===== src/rtl/ex_hazard_ctrl_pkg.sv =====
// Shared definitions for the EX-stage hazard controller: forwarding select
// encodings, the scoreboard slot layout and the slot match helper.
package ex_hazard_ctrl_pkg;

    localparam logic [1:0] FWD_REG = 2'b00;
    localparam logic [1:0] FWD_MEM = 2'b01;
    localparam logic [1:0] FWD_WB  = 2'b10;

    localparam int unsigned SB_AW = 5;

    typedef struct packed {
        logic             valid;
        logic             reg_write;
        logic             is_load;
        logic [SB_AW-1:0] wreg;
    } sb_slot_t;

    localparam int unsigned SB_SLOT_W = $bits(sb_slot_t);
    localparam sb_slot_t    SB_BUBBLE = '0;

    // $0 is hard-wired, so a slot never "writes" it.
    function automatic logic slot_writes(input sb_slot_t s, input logic [SB_AW-1:0] r);
        return s.valid & s.reg_write & (s.wreg == r) & (r != '0);
    endfunction

endpackage


===== src/rtl/ex_hazard_ctrl_sat_counter.sv =====
// Saturating event counter with synchronous reset and a freeze input.
module sat_counter #(
    parameter int unsigned CNT_W = 16
) (
    input  logic             clk,
    input  logic             reset,
    input  logic             inc,
    input  logic             hold,
    output logic [CNT_W-1:0] count
);

    logic [CNT_W-1:0] count_q;
    logic [CNT_W-1:0] count_d;

    always_comb begin
        count_d = count_q;
        if (inc && !hold && !(&count_q)) begin
            count_d = count_q + 1'b1;
        end
    end

    always_ff @(posedge clk) begin
        if (reset) begin
            count_q <= '0;
        end else begin
            count_q <= count_d;
        end
    end

    assign count = count_q;

endmodule


===== src/rtl/ex_hazard_ctrl.sv =====
// Hazard controller for the 5-stage pipeline: EX/MEM/WB destination scoreboard,
// registered EX forwarding selects, load-use stall and taken-branch flush.
module ex_hazard_ctrl
    import ex_hazard_ctrl_pkg::*;
#(
    parameter int unsigned REG_AW = 5,
    parameter int unsigned CNT_W  = 16
) (
    input  logic              clk,
    input  logic              reset,
    input  logic              hold,
    input  logic              id_valid,
    input  logic [REG_AW-1:0] id_rs,
    input  logic [REG_AW-1:0] id_rt,
    input  logic              id_uses_rs,
    input  logic              id_uses_rt,
    input  logic              id_reg_write,
    input  logic              id_is_load,
    input  logic [REG_AW-1:0] id_write_reg,
    input  logic              ex_branch_taken,
    output logic              stall,
    output logic              flush_if_id,
    output logic              flush_id_ex,
    output logic [1:0]        fwd_a,
    output logic [1:0]        fwd_b,
    output logic [CNT_W-1:0]  stall_count,
    output logic [CNT_W-1:0]  flush_count
);

    sb_slot_t   ex_q,  mem_q,  wb_q;
    sb_slot_t   ex_d;
    logic [1:0] fwd_a_q, fwd_b_q;
    logic [1:0] fwd_a_d, fwd_b_d;
    logic       load_use;
    logic       flush;
    logic       issue;

    function automatic logic [1:0] fwd_sel(input logic used, input logic [SB_AW-1:0] r,
                                           input sb_slot_t ex_s, input sb_slot_t mem_s);
        if (!used)                      return FWD_REG;
        else if (slot_writes(ex_s, r))  return FWD_MEM;
        else if (slot_writes(mem_s, r)) return FWD_WB;
        else                            return FWD_REG;
    endfunction

    always_comb begin
        load_use = id_valid &
                   ((id_uses_rs & ex_q.is_load & slot_writes(ex_q, id_rs)) |
                    (id_uses_rt & ex_q.is_load & slot_writes(ex_q, id_rt)));
        // Outputs are forced low while reset is held so no stale request leaks out.
        flush = ex_branch_taken & ~hold & ~reset;
        stall = load_use & ~ex_branch_taken & ~hold & ~reset;
        issue = id_valid & ~stall & ~ex_branch_taken;

        ex_d    = SB_BUBBLE;
        fwd_a_d = FWD_REG;
        fwd_b_d = FWD_REG;
        if (issue) begin
            ex_d.valid     = 1'b1;
            ex_d.reg_write = id_reg_write;
            ex_d.is_load   = id_is_load;
            ex_d.wreg      = id_write_reg;
            fwd_a_d        = fwd_sel(id_uses_rs, id_rs, ex_q, mem_q);
            fwd_b_d        = fwd_sel(id_uses_rt, id_rt, ex_q, mem_q);
        end
    end

    always_ff @(posedge clk) begin
        if (reset) begin
            ex_q    <= SB_BUBBLE;
            mem_q   <= SB_BUBBLE;
            wb_q    <= SB_BUBBLE;
            fwd_a_q <= FWD_REG;
            fwd_b_q <= FWD_REG;
        end else if (!hold) begin
            wb_q    <= mem_q;
            mem_q   <= ex_q;
            ex_q    <= ex_d;
            fwd_a_q <= fwd_a_d;
            fwd_b_q <= fwd_b_d;
        end
    end

    assign flush_if_id = flush;
    assign flush_id_ex = flush;
    assign fwd_a       = fwd_a_q;
    assign fwd_b       = fwd_b_q;

    sat_counter #(.CNT_W(CNT_W)) u_stall_cnt (
        .clk   (clk),
        .reset (reset),
        .inc   (stall),
        .hold  (hold),
        .count (stall_count)
    );

    sat_counter #(.CNT_W(CNT_W)) u_flush_cnt (
        .clk   (clk),
        .reset (reset),
        .inc   (flush),
        .hold  (hold),
        .count (flush_count)
    );

endmodule


===== config.mk =====
export PLATFORM = sky130hd
export DESIGN_NAME = ex_hazard_ctrl
export DESIGN_NICKNAME = d
export VERILOG_FILES = /design/src/rtl/ex_hazard_ctrl_pkg.sv /design/src/rtl/ex_hazard_ctrl_sat_counter.sv /design/src/rtl/ex_hazard_ctrl.sv
export SDC_FILE = /design/constraint.sdc
export NUM_CORES = 1
export LEC_CHECK = 0
export BUFFER_PORTS_ARGS = -buffer_cell sky130_fd_sc_hd__buf_2
export CORE_UTILIZATION = 54
export DETAILED_ROUTE_END_ITERATION = 16
export PLACE_DENSITY = 0.87
export SETUP_SLACK_MARGIN = 0.3
export SLEW_MARGIN = 20
export SYNTH_ARGS = -nofsm -noshare
export SYNTH_HDL_FRONTEND = slang
export SYNTH_HIERARCHICAL = 1
export SYNTH_SLANG_ARGS = --single-unit

===== constraint.sdc =====
create_clock -name clk -period 3.46 [get_ports clk]
set_input_delay 1.038 -clock clk [delete_from_list [all_inputs] [get_ports clk]]
set_output_delay 1.038 -clock clk [all_outputs]
set_load 0.05 [all_outputs]

After elaboration in Yosys (flattened, before gate mapping)
Index checks and enable logic that the tools add are counted.
{"block": "op_classes", "div": 0, "n_shift": 0, "bitwise": 27, "n_eq_ne": 4, "multipliers": 0, "n_lt_le_gt_ge": 0, "muxes": 9, "reduce_logical": 11, "n_addsub": 2}
{"cell": "$add 16x1->16 const B", "n": 2}
{"cell": "$reduce_and 16->1", "n": 2}
{"cell": "$and 1x1->1", "n": 22}
{"cell": "$eq 5x5->1", "n": 4}
{"cell": "$mux 2", "n": 8}
{"cell": "$reduce_bool 5->1", "n": 2}
{"cell": "$mux 8", "n": 1}
{"cell": "$logic_and 1x1->1", "n": 4}
{"cell": "$not 1->1", "n": 4}
{"cell": "$logic_not 1->1", "n": 3}
{"cell": "$or 1x1->1", "n": 1}
{"block": "totals", "elab_cells": 64, "latchBits": 0, "mem_bits_ro": 0, "register_bits": 51, "n_memories": 0, "inputBits": 24, "out_inout_bits": 39, "mem_bits_rw": 0}

Logic depth before layout (Yosys ltp)
Gate-level depths: netlist of run 1.
{"block": "depth", "ltp_word": 13, "depth_mapped": 10, "mapped_depth_nobuf": 9}

By module
The synthesis of run 1 kept the hierarchy.
{"module": "sat_counter", "n_inst": 2, "cells_each": 98, "seq_area_each_um2": 320.3, "area_each_um2": 838.3}
{"module": "ex_hazard_ctrl", "n_inst": 1, "cells_each": 119, "seq_area_each_um2": 380.4, "area_each_um2": 1007.2}

Worst setup path before layout of run 1
OpenSTA, ideal clock, no wires.
{"block": "synth_timing", "path_type": "input-to-reg", "startpoint": "in id_rt[3]", "endpoint": "reg u_stall_cnt.count_q[14] (netlist: u_stall_cnt/count[14])", "setup_ns": 0.070, "required_time_ns": 3.390, "n_path_buf": 1, "arrival_ns": 4.575, "stages": 10, "slack_ns": -1.185, "path_cell_list": "xor2_1 nor2_1 nand4b_1 a21oi_2 nor4bb_1 nand2b_1 clkbuf_1 or3_1 or4_1 a21oi_1"}
{"block": "synth_between", "elab_chain_cells": 11, "word_cells_on_any_way": 12, "cone_classes": "eq/ne: 1; bitwise: 8; reduce/logical: 3"}
{"item": "start: declaration", "line_no": "ex_hazard_ctrl.sv:14", "source": "input logic [REG_AW-1:0] id_rt,"}
{"item": "$eq 5x5->1", "line_no": "ex_hazard_ctrl_pkg.sv:23", "source": "return s.valid & s.reg_write & (s.wreg == r) & (r != '0);"}
{"item": "$and 1x1->1", "line_no": "ex_hazard_ctrl_pkg.sv:23"}
{"item": "$and 1x1->1 *", "line_no": "ex_hazard_ctrl_pkg.sv:23"}
{"item": "$and 1x1->1 *", "line_no": "ex_hazard_ctrl.sv:49", "source": "(id_uses_rt & ex_q.is_load & slot_writes(ex_q, id_rt)));"}
{"item": "$or 1x1->1 *", "line_no": "ex_hazard_ctrl.sv:48", "source": "((id_uses_rs & ex_q.is_load & slot_writes(ex_q, id_rs)) |"}
{"item": "$and 1x1->1 *", "line_no": "ex_hazard_ctrl.sv:47", "source": "load_use = id_valid &"}
{"item": "$and 1x1->1 * (3 in series)", "line_no": "ex_hazard_ctrl.sv:52", "source": "stall = load_use & ~ex_branch_taken & ~hold & ~reset;"}
{"item": "net stall", "line_no": "ex_hazard_ctrl.sv:21", "source": "output logic stall,"}
{"item": "$logic_and 1x1->1 * (2 in series)", "line_no": "ex_hazard_ctrl_sat_counter.sv:17", "source": "if (inc && !hold && !(&count_q)) begin"}
{"item": "end signal: assignment", "line_no": "ex_hazard_ctrl_sat_counter.sv:26", "source": "count_q <= count_d;"}
{"item": "end: declaration", "line_no": "ex_hazard_ctrl_sat_counter.sv:12", "source": "logic [CNT_W-1:0] count_q;"}
Mark *: on every way through the listed nets, which the timed path passes. The rest lies on a longest branch.
A chain may end at the register's enable or synchronous reset.

Worst setup path after layout of run 1
{"block": "layout_timing", "startpoint": "in id_rt[1]", "endpoint": "out stall"}
{"block": "layout_between", "elab_chain_cells": 9, "word_cells_on_any_way": 10, "cone_classes": "eq/ne: 1; bitwise: 8; reduce/logical: 1"}
{"item": "$eq 5x5->1", "line_no": "ex_hazard_ctrl_pkg.sv:23"}
{"item": "$and 1x1->1", "line_no": "ex_hazard_ctrl_pkg.sv:23"}
{"item": "$and 1x1->1 *", "line_no": "ex_hazard_ctrl_pkg.sv:23"}
{"item": "$and 1x1->1 *", "line_no": "ex_hazard_ctrl.sv:49"}
{"item": "$or 1x1->1 *", "line_no": "ex_hazard_ctrl.sv:48"}
{"item": "$and 1x1->1 *", "line_no": "ex_hazard_ctrl.sv:47"}
{"item": "$and 1x1->1 * (3 in series)", "line_no": "ex_hazard_ctrl.sv:52"}
{"item": "end: declaration", "line_no": "ex_hazard_ctrl.sv:21"}
Every way passes the cells marked *; elsewhere a longest branch is shown, timed or not.

==> results of run 1 <==
-- what timing repair did --
| item | CTS | global route |
|---|---|---|
| buffers inserted | 4 | 0 |
| gates resized for setup | 11 | 7 |
| hold buffers | 0 | 0 |
| endpoints found under the setup margin | 1 | 3 |
| pin swaps | 5 | 6 |
-- final timing paths --
kind	endpoint	slack, ns	depth (start not counted)
worst max-delay path	stall	0.0008	7
worst min-delay path	ex_q[5]	0.47	2
worst max register to register	u_stall_cnt/count[14]	0.85	10
worst min register to register	ex_q[5]	0.47	2
-- cell families after synthesis --
logic type,Yosys count,synth area share (%)
AO/OA/AOI/OAI,71,16.8
adder cells (fa/ha/maj),2,0.932
multiplexers,9,3.45
AND/OR/NAND/NOR,142,30.7
flip-flops,51,38.0
buffers and inverters,20,3.59
XOR/XNOR,20,6.53
-- cells in the final DEF, fill, tap and decap left out, types with 5 or more instances in the layout --
cell type,Yosys,layout
nor4_1,10,7
nand3_1,11,11
or3_1,8,7
clkbuf_8,0,5
nor4_2,2,5
or4_1,15,14
buf_2,2,57
nand4_1,10,10
xnor2_1,6,6
buf_4,3,16
nor2_1,19,16
xor2_1,14,14
o31ai_1,16,16
inv_1,5,5
nand2_1,37,37
o21ai_0,12,12
a21oi_1,22,22
dfxtp_1,51,51
mux2i_1,7,7
-- layout make-up --
| type | count | area (um2) | share of cell area [%] |
|---|---|---|---|
| timing repair buffer | 78 | 465 | 14.0 |
| inverter | 5 | 18.8 | 0.565 |
| multi-input combinational | 244 | 1650 | 49.7 |
| clock inverter | 1 | 5.00 | 0.151 |
| tap | 67 | 83.8 | 2.52 |
| sequential | 51 | 1020 | 30.7 |
| clock buffer | 7 | 76.3 | 2.30 |
-- routing by layer --
| metal | global-route usage (%) | share of wire [%] | routed length (um) | up-vias |
|---|---|---|---|---|
| li1 | - | - | - | 1318 |
| met1 | 33.8 | 43 | 3000 | 1285 |
| met2 | 43.3 | 49 | 3430 | 84 |
| met3 | 5.28 | 4.6 | 323 | 19 |
| met4 | 9.80 | 2.7 | 190 | 0 |
| met5 | 0 | 0 | 0 | - |
-- worst max-delay path, stage by stage --
cell and delay (ns):
buf_6 0.10, or4_4 0.52, o21ai_2 0.14, nand4b_1 0.18, a21oi_2 0.10, nor4bb_4 0.16
buf_6 0.18
-- report_power, final --
group	switching (W)	internal, W	leakage, nW
Sequential	0.00000442	0.000590	0.411
Clock	0.000197	0.000142	0.0422
Combinational	0.0000517	0.0000391	0.860
Total	0.000253	0.000772	1.31
-- stage by stage --
step	hold WS (ns)	total power (W)	setup TNS (ns)	cell area, um2	instances
finish	0.468	0.00103	0	3320	453
global route	0.504	0.00106	-0.0895	3320	453
CTS	0.470	0.00102	0	3290	453
detailed placement	0.450	0.000687	-0.0990	3140	441
global placement	0.435	0.000684	-0.0254	3140	441
floorplan	0.426	0.000652	-0.118	2750	315
-- state kept, by name, summed over array words and instances, names as in the netlist --
| name | cells |
|---|---|
| u_flush_cnt/count | 16 |
| u_stall_cnt/count | 16 |
| ex_q | 8 |
| mem_q | 7 |
| fwd_a | 2 |
| fwd_b | 2 |
==> out/results.ini, run 1 <==
[synthesis]
netlist_area_mm2 = 0.00268
yosysTopAreaCell = dfxtp_1
yosys.cell_types.count = 44
post_synth_main_area_contributors = dfxtp_1 38%, nand2_1 5.2%, xor2_1 4.6%
synthFlopType = dfxtp_1
synthDominantCellAreaShare_pct = 38.0
synth_area_per_cell_um2 = 8.52
ys_ff_latch = 51
synth_fp_nets = 341
async_flop_share_pct = 0
synth_edf_count = 0
yosys-top-cells-count = 51 x dfxtp_1, 37 x nand2_1, 22 x a21oi_1
yosysMostFrequentCell = dfxtp_1
synthCells = 315
ys.warnings.count = 6
ys_seq_area_share_pct = 38.0

[flow_run]
cap_violations = 0

[place]
dp_slack_ns = -0.0990
gp_congestion = 0.845
io_buffers = 62
dp_hpwl_um = 4730

[layout]
area_growth_pct = 23.7
finalCoreUtilization_pct = 69.8
final_nets = 411
diodes = 0
drive_above_1_share_pct = 27.7
fillCellCount = 401

[grt]
grt_pass1_wl_um = 10800
grt_start_max_net_pins = 42
grt_pass1_vias = 2356
grt_overflow = 0
grtUsageTotal_pct = 26.2
antenna_found_initial = 0

[clock_tree]
cts_root_buf = clkbuf_8
insertion_delay_ns = 0.31
cts_made_buffers = 5
htreeDepth = 2
cts.sinks = 51
clockBufferDepth = 2
cts_tree = built
clk_pin_slew_ns = 0.08

[routing]
wl_per_cell_um = 15.3
dr.pass1.iters = 4
viasPerCell = 5.97
drtIter0Drc = 189
drtAntennaViolNets = 0
drt_drc_violations_left = 0
routed_wl_um = 6950
vias = 2706

[worst_setup_path]
required_ns = 2.42
end_kind = primary output
cp_max_fo = 3
startpoint_type = input port
r2r_start = ex_q[3]
startpoint = id_rt[1]
worst_ep_arrival_time_ns = 2.42
path_class = in -> out

[floorplan]
start_util_pct = 56.4
die_area_mm2 = 0.00526
ios = 63
die_w_um = 72.5
die_y_um = 72.5
rows = 25
coreArea_mm2 = 0.00475

[worst_hold_path]
hold_class = reg -> reg
min_from = ex_q[5]

[sta]
fin_ws_ns = 0.000816
grt_setup_unrepaired = yes
fmax_mhz = 289
period_needed_ns = 3.46
finalSetupViolations = 0
slew_headroom_pct = 46.7
period_share_pct = 100
worst_clock_skew_ns = 0.00860
hold_viol = 0
worstMarginPinSlew_ns = 0.799
slew_violations = 0

[power]
p_per_area_mw_per_mm2 = 309
vdd.ir_drop.worst_v = 0.000294
p_leak_nw = 1.31

[status]
status = finished, final reports clean

(Power assumes the default switching activity.)
==> inputs of run 2 (changes only) <==
- ABC_AREA: unset -> 1
- CORE_UTILIZATION: 54 -> 55
==> run 2 against run 1 <==
Via count is 23% higher. Largest power group unchanged. Worst setup slack better by 0.41 ns. Combinational power is 15% higher. Cell area is 9.4% higher. Flip-flop and latch count stayed put. Synthesized cell count is 56% higher. Die area is 16% higher. Wire length is 11% higher. Non-clock buffer count is 12 lower. Maximum frequency is 14% higher. Sequential power is 1% higher. Global-route usage is 0.47 points higher.
==> out/results.ini, run 2 <==
[clock_tree]
htreeDepth = 2  ; unchanged
cts_root_buf = clkbuf_8  ; unchanged
cts_setup_buffers = 0  ; was 4
insertion_delay_ns = 0.30  ; was 0.31 ns
cts.sinks = 51  ; unchanged
cts_made_buffers = 5  ; unchanged
clk_pin_slew_ns = 0.10  ; was 0.08 ns
clockBufferDepth = 2  ; unchanged
ctsResizeCount = 0  ; was 11
hold_buffers = 0  ; unchanged
cts_tree = built  ; unchanged

[routing]
wl_per_cell_um = 12.3  ; was 15.3 um
routed_wl_um = 7730  ; was 6950 um
drtIter0Drc = 200  ; was 189
dr.pass1.iters = 7  ; was 4
drt_drc_violations_left = 0  ; unchanged
viasPerCell = 5.33  ; was 5.97
vias = 3335  ; was 2,706
drtAntennaViolNets = 0  ; unchanged

[power]
p_int_w = 0.000776  ; was 0.000772 W
p_per_area_mw_per_mm2 = 289  ; was 309 mW/mm2
p_leak_nw = 1.70  ; was 1.31 nW
p_comb_share_pct = 9.9  ; was 8.9%
clkPwrFrac_pct = 32.8  ; was 33.1%
p_sw_w = 0.000275  ; was 0.000253 W
seqPwrFrac_pct = 57.3  ; was 58.0%
vdd.ir_drop.worst_v = 0.000163  ; was 0.000294 V
swShare_pct = 26.1  ; was 24.7%

[synthesis]
synthCells = 491  ; was 315
yosys-top-cells-count = 118 x nand2_1, 103 x nor2_1, 51 x dfxtp_1  ; was 51 x dfxtp_1, 37 x nand2_1, 22 x a21oi_1
synthMuxAreaShare_pct = 0  ; was 3.45%
ys_ff_latch = 51  ; unchanged
ys.warnings.count = 6  ; unchanged
yosys.cell_types.count = 33  ; was 44
synthFlopType = dfxtp_1  ; unchanged
async_flop_share_pct = 0  ; unchanged
yosysTopAreaCell = dfxtp_1  ; unchanged
synth_xor_area_share_pct = 2.48  ; was 6.53%
netlist_area_mm2 = 0.00318  ; was 0.00268 mm2
synth_edf_count = 0  ; unchanged
synth_fp_nets = 517  ; was 341
yosysMostFrequentCell = nand2_1  ; was dfxtp_1
post_synth_main_area_contributors = dfxtp_1 32%, nand2_1 14%, nor2_1 12%  ; was dfxtp_1 38%, nand2_1 5.2%, xor2_1 4.6%
yosys.area_share.simple_pct = 45.3  ; was 30.7%
ys_seq_area_share_pct = 32.1  ; was 38.0%
synth_compound_area_share_pct = 9.74  ; was 16.8%
synth_area_per_cell_um2 = 6.49  ; was 8.52 um2
synth_top_family_by_area = simple AND/OR/NAND/NOR gates  ; unchanged
synth_adder_area_share_pct = 0.786  ; was 0.932%
synthDominantCellAreaShare_pct = 32.1  ; was 38.0%

[place]
dp_hpwl_um = 5930  ; was 4730 um
gp_congestion = 0.933  ; was 0.845
io_buffers = 62  ; unchanged
dp.cells = 618  ; was 441

[floorplan]
coreArea_mm2 = 0.00554  ; was 0.00475 mm2
die_area_mm2 = 0.00610  ; was 0.00526 mm2
ios = 63  ; unchanged
rows = 27  ; was 25
die_y_um = 78.1  ; was 72.5 um
start_util_pct = 57.5  ; was 56.4%
die_w_um = 78.1  ; was 72.5 um

[grt]
grt_overflow = 0  ; unchanged
grt_pass1_vias = 3089  ; was 2,356
grt_start_max_net_pins = 20  ; was 42
use_met1_pct = 32.2  ; was 33.8%
grtUsageTotal_pct = 26.7  ; was 26.2%
antenna_found_initial = 0  ; unchanged
grt_pass1_wl_um = 13100  ; was 10,800 um
grt_use_met2_pct = 46.3  ; was 43.3%
use_met3_pct = 4.77  ; was 5.28%
top_usage_layer = met2  ; unchanged

[layout]
final_nets = 579  ; was 411
area_growth_pct = 14.1  ; was 23.7%
diodes = 0  ; unchanged
layout_common_cells = 118 x nand2_1, 102 x nor2_1, 61 x buf_2  ; was 57 x buf_2, 51 x dfxtp_1, 37 x nand2_1
final_common_cell = nand2_1  ; was buf_2
drive_above_1_share_pct = 23.5  ; was 27.7%
stdcell_count = 626  ; was 453

[status]
status = finished, final reports clean  ; unchanged

[worst_setup_path]
end_kind = primary output  ; unchanged
r2r_start = ex_q[3]  ; unchanged
path_class = in -> out  ; unchanged
reg2reg_slack_ns = 1.32  ; was 0.85 ns
required_ns = 2.42  ; about the same
cp_max_fo = 4  ; was 3
worst_ep_arrival_time_ns = 2.01  ; was 2.42 ns
startpoint_type = input port  ; unchanged
startpoint = id_rs[3]  ; was id_rt[1]

[worst_hold_path]
min_from = fwd_a[0]  ; was ex_q[5]
hold_class = reg -> reg  ; unchanged

[flow_run]
cap_violations = 0  ; unchanged

[sta]
slew_headroom_pct = 64.9  ; was 46.7%
period_share_pct = 88.1  ; was 100%
hold_viol = 0  ; unchanged
finalSetupViolations = 0  ; unchanged
period_needed_ns = 3.05  ; was 3.46 ns
grt_setup_unrepaired = no  ; was yes
worstMarginPinSlew_ns = 0.525  ; was 0.799 ns
fin_tns_setup_ns = 0  ; unchanged
slew_violations = 0  ; unchanged
worst_clock_skew_ns = 0.0141  ; was 0.00860 ns
fmax_mhz = 328  ; was 289 MHz

==> run 2: changes by cell type after synthesis, sizes merged, moves of 7 or more <==
cell / delta
or4: -16
a21oi: +18
nand2: +90
nor4: -12
mux2i: -7
o31ai: -16
inv: +53
nor2: +92
xor2: -11
or3: -10
nand3: +35
==> run 2: cells by family (layout without fill, tap and decap cells) <==
logic type / Yosys count / in the layout
DFF: 51 / 51
buffers and inverters: 69 / 132
and+or+nand+nor: 305 / 305
xor gates and xnor gates: 9 / 9
adders and majority gates: 2 / 2
AOI/OAI and AO/OA: 55 / 55
==> run 2: critical path: stages <==
cell and delay [ns]:
buf_2 0.12, inv_1 0.08, nand2_1 0.05, nand2_1 0.08
nand2_1 0.05, nor2_1 0.14, nand3_2 0.10, nand2_2 0.09
nand2_4 0.05, inv_2 0.07, buf_6 0.15
==> run 2: worst paths after layout <==
check | end | depth (start not counted)
setup / recovery | stall | 11
hold / removal | fwd_a[0] | 2
setup reg to reg | u_stall_cnt/count[14] | 15
hold reg to reg | fwd_a[0] | 2
==> run 2: area by class of cell <==
cell class,instances,area (um2)
fillers,500,1910
multi-input cells,371,1870
well taps,72,90.1
inverters,58,218
clock buffers,5,68.8
repair buffers,66,347
clock inverters,3,18.8
flip-flops and latches,51,1020
==> run 2: layer usage <==
| metal | vias to the layer above | part of all wire (%) |
|---|---|---|
| met2 | 124 | 48 |
| met5 | - | 0 |
| met1 | 1517 | 43 |
| li1 | 1674 | - |
| met3 | 20 | 6.8 |
| met4 | 0 | 2.2 |
==> run 2: power groups by stage <==
stage | registers (W) | clock network [W] | logic [W]
after global routing | 0.000603 | 0.000377 | 0.000117
after CTS | 0.000602 | 0.000359 | 0.000103
after global placement | 0.000615 | 0 | 0.0000991
after floorplan | 0.000616 | 0 | 0.0000691
after detailed placement | 0.000615 | 0 | 0.000102
final | 0.000602 | 0.000345 | 0.000104
==> run 2: stage by stage <==
stage	area, um2	power, W	util, %	setup slack (ns)	hold WS, ns
4_1_cts	3620	0.00106	65.4	0.326	0.480
3_5_place_dp	3540	0.000718	63.8	0.338	0.466
3_3_place_gp	3540	0.000714	63.8	0.361	0.461
5_1_grt	3630	0.00110	65.6	0.322	0.496
2_1_floorplan	3210	0.000685	-	0.330	0.455
6_report	3630	0.00105	65.6	0.413	0.476
